### config.mk
export PLATFORM = sky130hd
export DESIGN_NAME = pcm_mm_scheduler
export DESIGN_NICKNAME = d
export VERILOG_FILES = /design/src/rtl/pcm_mm_scheduler.sv
export SDC_FILE = /design/constraint.sdc
export NUM_CORES = 1
export LEC_CHECK = 0
export ABC_AREA = 1
export CORE_UTILIZATION = 52
export DETAILED_ROUTE_END_ITERATION = 10
export PLACE_DENSITY = 0.95
export SYNTH_ARGS = -nofsm -noshare
export SYNTH_HDL_FRONTEND = slang
export SYNTH_SLANG_ARGS = --single-unit
### constraint.sdc
create_clock -name clk -period 9.2 [get_ports clk]
set_input_delay 1.84 -clock clk [delete_from_list [all_inputs] [get_ports clk]]
set_output_delay 1.84 -clock clk [all_outputs]
set_load 0.005 [all_outputs]
### src/rtl/pcm_mm_scheduler.sv
// Single-outstanding access scheduler between the PCM request register and the
// on-chip memory Avalon-MM slave. Models short read latency and a long write settle.
//
// Handshake: schedule is a level held by the upstream register until it sees the
// one-cycle resolved pulse; the request is sampled and latched only in IDLE, so
// input changes while busy=1 are ignored. Exactly one access is outstanding.
module pcm_mm_scheduler #(
  parameter logic [8:0]  BASE_PAGE = 9'h000,
  parameter int          READ_LAT  = 2,
  parameter int          WRITE_LAT = 8,
  parameter logic [15:0] ERR_DATA  = 16'hDEAD
) (
  input  logic        clk,
  input  logic        reset,
  input  logic        schedule,
  input  logic [19:0] addr_reg,
  input  logic        cpu_write,
  input  logic [15:0] cpu_in,
  output logic        resolved,
  output logic [15:0] data_in,
  output logic        busy,
  output logic        addr_err,
  output logic [15:0] write_count,
  output logic [10:0] pcm_mem_mm_address,
  output logic        pcm_mem_mm_chipselect,
  output logic        pcm_mem_mm_clken,
  output logic        pcm_mem_mm_write,
  output logic [15:0] pcm_mem_mm_writedata,
  output logic [1:0]  pcm_mem_mm_byteenable,
  input  logic [15:0] pcm_mem_mm_readdata
);

  typedef enum logic [1:0] {
    S_IDLE  = 2'd0,
    S_ISSUE = 2'd1,
    S_WAIT  = 2'd2,
    S_RESP  = 2'd3
  } state_t;

  localparam logic [7:0] RD_INIT = 8'(READ_LAT - 1);
  localparam logic [7:0] WR_INIT = 8'(WRITE_LAT - 1);

  state_t      state_q, state_d;
  logic [7:0]  cnt_q, cnt_d;
  logic        wr_q, wr_d;
  logic [15:0] din_q, din_d;

  logic        resolved_d, busy_d, addr_err_d;
  logic [15:0] data_in_d, write_count_d;
  logic [10:0] address_d;
  logic        cs_d, clken_d, mwrite_d;
  logic [15:0] wdata_d;
  logic [1:0]  be_d;

  // Every output is computed one cycle ahead here and registered below.
  always_comb begin
    state_d       = state_q;
    cnt_d         = cnt_q;
    wr_d          = wr_q;
    din_d         = din_q;
    resolved_d    = 1'b0;
    addr_err_d    = 1'b0;
    data_in_d     = data_in;
    write_count_d = write_count;
    address_d     = pcm_mem_mm_address;
    cs_d          = 1'b0;
    clken_d       = 1'b0;
    mwrite_d      = 1'b0;
    wdata_d       = 16'h0000;
    be_d          = 2'b00;

    case (state_q)
      S_IDLE: begin
        if (schedule) begin
          wr_d  = cpu_write;
          din_d = cpu_in;
          if (addr_reg[19:11] != BASE_PAGE) begin
            state_d    = S_RESP;
            resolved_d = 1'b1;
            addr_err_d = 1'b1;
            data_in_d  = ERR_DATA;
          end else begin
            state_d   = S_ISSUE;
            cs_d      = 1'b1;
            clken_d   = 1'b1;
            be_d      = 2'b11;
            address_d = addr_reg[10:0];
            mwrite_d  = cpu_write;
            wdata_d   = cpu_write ? cpu_in : 16'h0000;
            if (cpu_write && (write_count != 16'hFFFF)) begin
              write_count_d = write_count + 16'd1;
            end
          end
        end
      end
      S_ISSUE: begin
        state_d = S_WAIT;
        cnt_d   = wr_q ? WR_INIT : RD_INIT;
        clken_d = 1'b1;
      end
      S_WAIT: begin
        if (cnt_q == 8'd0) begin
          state_d    = S_RESP;
          resolved_d = 1'b1;
          data_in_d  = wr_q ? din_q : pcm_mem_mm_readdata;
        end else begin
          cnt_d   = cnt_q - 8'd1;
          clken_d = 1'b1;
        end
      end
      S_RESP: begin
        state_d = S_IDLE;
      end
      default: begin
        state_d = S_IDLE;
      end
    endcase

    busy_d = (state_d != S_IDLE);
  end

  always_ff @(posedge clk or posedge reset) begin
    if (reset) begin
      state_q               <= S_IDLE;
      cnt_q                 <= 8'd0;
      wr_q                  <= 1'b0;
      din_q                 <= 16'h0000;
      resolved              <= 1'b0;
      data_in               <= 16'h0000;
      busy                  <= 1'b0;
      addr_err              <= 1'b0;
      write_count           <= 16'h0000;
      pcm_mem_mm_address    <= 11'h000;
      pcm_mem_mm_chipselect <= 1'b0;
      pcm_mem_mm_clken      <= 1'b0;
      pcm_mem_mm_write      <= 1'b0;
      pcm_mem_mm_writedata  <= 16'h0000;
      pcm_mem_mm_byteenable <= 2'b00;
    end else begin
      state_q               <= state_d;
      cnt_q                 <= cnt_d;
      wr_q                  <= wr_d;
      din_q                 <= din_d;
      resolved              <= resolved_d;
      data_in               <= data_in_d;
      busy                  <= busy_d;
      addr_err              <= addr_err_d;
      write_count           <= write_count_d;
      pcm_mem_mm_address    <= address_d;
      pcm_mem_mm_chipselect <= cs_d;
      pcm_mem_mm_clken      <= clken_d;
      pcm_mem_mm_write      <= mwrite_d;
      pcm_mem_mm_writedata  <= wdata_d;
      pcm_mem_mm_byteenable <= be_d;
    end
  end

endmodule
==> results.toml <==
[pwr]
p_leak_nw = 2.85
total_power_w = 0.00135
powerDensity_nw_per_um2 = 229
ir_worst_vdd_v = 0.0000938

[sta]
worst_slew_pin_slew_ns = 1.14
fmax_mhz = 276
clock_skew_ns = 0.0180
setup_violations = 0
rsz0062_at_grt = "no"
relSlewSlack_pct = 24.2
setup_tns_ns = 0
period_needed_ns = 3.63
period_share_pct = 39.4
slew_viol_final = 0
hold_viol_final = 0

[critical_path]
cp_top_family = "simple AND/OR/NAND/NOR gates"
crit_top_cell = "inv_2"
endpoint_kind = "flop"
arrival_ns = 3.92
max_stage_delay_ns = 0.63
path_cells = "clkdlybuf4s50_1, nand2_1, inv_2, nand2_2, nor2_4, inv_2, nor2_1"
crit_slowest_cell = "nand2_1"
crit_buf_inv = 3
cp.required_ns = 9.49
path_max_fanout = 37
worstSetupPathType = "in -> reg"
startpoint_type = "input port"

[synthesis]
synth_cell_type_count = 31
yosys.area.top_type = "dfrtp_1"
synth-seq-cells = 92
async_flop_share_pct = 100
synth_common_cells = "nand2_1, dfrtp_1, nor2_1, nand3_1, inv_1"
synth_top_area_share_pct = 51.5
yosysWarnings = 0
synth.most_common_cell = "nand2_1"
syn-cell-area_um2 = 4470
syn_inst = 559
synthFlopType = "dfrtp_1"
syn_nets = 622
synth_edf_count = 0
yosys-top-cells-area = "dfrtp_1, nand2_1, nand3_1, nor2_1, inv_1"
ys_seq_area_share_pct = 51.5
synth.avg_cell_area_um2 = 8.00

[floorplan]
die_y_um = 94.7
coreArea_um2 = 8260
die-area_um2 = 8980
die_width_um = 94.7
initial_core_util_pct = 54.2
num_rows = 33
io_pins = 123

[grt]
grt_pass1_vias = 3893
grt_overflow = 0
grt_pass1_wl_mm = 17.7
track_usage_pct = 26.0
antenna_found_initial = 0
grt_max_degree = 93

[cts]
cts_buffer_depth = 2
cts_resized = 0
cts_buffers = 9
htreeDepth = 3
cts_setup_buffers = 0
clk_pin_slew_ns = 0.10
clk_latency_ns = 0.37
cts_tree = "built"
holdBufCountCts = 0
cts.sinks = 92
cts-root-buf = "clkbuf_8"

[drt]
vias = 4062
drt_iter0_markers = 221
routed_wl_mm = 11.4
ant_nets = 0
firstDrtPassIters = 5
via_per_inst = 5.19
wl_per_cell_um = 14.5
drc = 0

[finish]
synthToLayoutAreaGrowth_pct = 32.1
insertedDiodeCount = 0
layout-drive-gt1-share_pct = 6.94
nets = 735

[placement]
portBuffers = 122
gp_congestion = 0.863
hpwl_mm = 8.38

[hold_path]
hp-class = "reg -> reg"

[outcome]
status = "complete, no violations"

[flow_run]
drv_cap = 0
metal layers:
layer | vias to the layer above | wire length, um | global-route usage (%) | share of wire (%)
li1 | 1976 | - | - | -
met1 | 1909 | 4570 | 30.8 | 40
met2 | 150 | 5770 | 45.1 | 51
met3 | 27 | 676 | 5.96 | 6.0
met4 | 0 | 329 | 11.2 | 2.9
met5 | - | 0 | 0 | 0
cells by family after synthesis:
logic type                 count (synthesis)  share of synthesized area, %
and+or+nand+nor                          344                          33.6
DFF                                       92                          51.5
buffers and inverters                     71                          6.97
AOI/OAI and AO/OA                         38                          4.62
xor gates and xnor gates                   7                          1.37
adders and majority gates                  7                          1.96
worst register-to-register path, stage by stage, from the launching register on:
cell,delay [ns]
dfrtp_1,0.42
inv_1,0.12
ha_1,0.54
nand2_1,0.78
inv_2,0.22
nand2_2,0.22
nor2_4,0.19
inv_2,0.15
nor2_1,0.16
flip-flops by register name (all words and copies together), names as in the netlist, 2 cells and up:
register and cells:
pcm_mem_mm_writedata 16, cnt_q 8, state_q 2, pcm_mem_mm_address 11
data_in 16, write_count 16, din_q 16
final timing paths:
check / from / endpoint / slack (ns) / cells past startpoint
max: schedule / pcm_mem_mm_writedata[3] / 5.57 / 7
min in group asynchronous: reset / pcm_mem_mm_writedata[12] / 2.14 / 3
max in group asynchronous: reset / write_count[1] / 6.33 / 3
min reg2reg: data_in[2] / data_in[2] / 0.48 / 2
min: data_in[2] / data_in[2] / 0.48 / 2
max reg2reg: state_q[0] / pcm_mem_mm_writedata[3] / 6.34 / 8
power by group:
part,total (W),switching (W),internal (W)
Combinational,0.000516,0.000299,0.000217
Sequential,0.000573,0.0000719,0.000501
Clock,0.000262,0.000152,0.000110
placed cells by master (no fill, tap or decap), drive strengths merged:
cell	count
xnor2	3
clkinvlp	1
nor3	5
nand3b	3
nor2	60
inv	50
clkinv	5
clkbuf	10
o21ai	36
nand4	13
nand3	49
ha	7
dfrtp	92
clkdlybuf4s50	122
a21oi	1
or2	1
nand2	213
buf	1
o22ai	1
xor2	4
metrics by stage:
step	hold WS [ns]	cells	utilization, %	setup WS, ns	instance area [um^2]
2_1_floorplan	0.453	559	-	4.97	4470
3_3_place_gp	0.454	766	69.2	5.42	5710
3_5_place_dp	0.461	766	69.2	5.25	5710
4_1_cts	0.483	782	71.5	5.60	5910
5_1_grt	0.512	782	71.5	5.40	5910
6_report	0.482	782	71.5	5.57	5910
final cells by class:
cell class | count | area, um^2
clock inverters | 6 | 58.8
inverters | 50 | 189
well taps | 105 | 131
flip-flops and latches | 92 | 2300
multi-input cells | 396 | 1860
repair buffers | 123 | 1230
clock buffers | 10 | 138
fillers | 616 | 2350
Note: power is estimated with default switching activity, not from simulation.
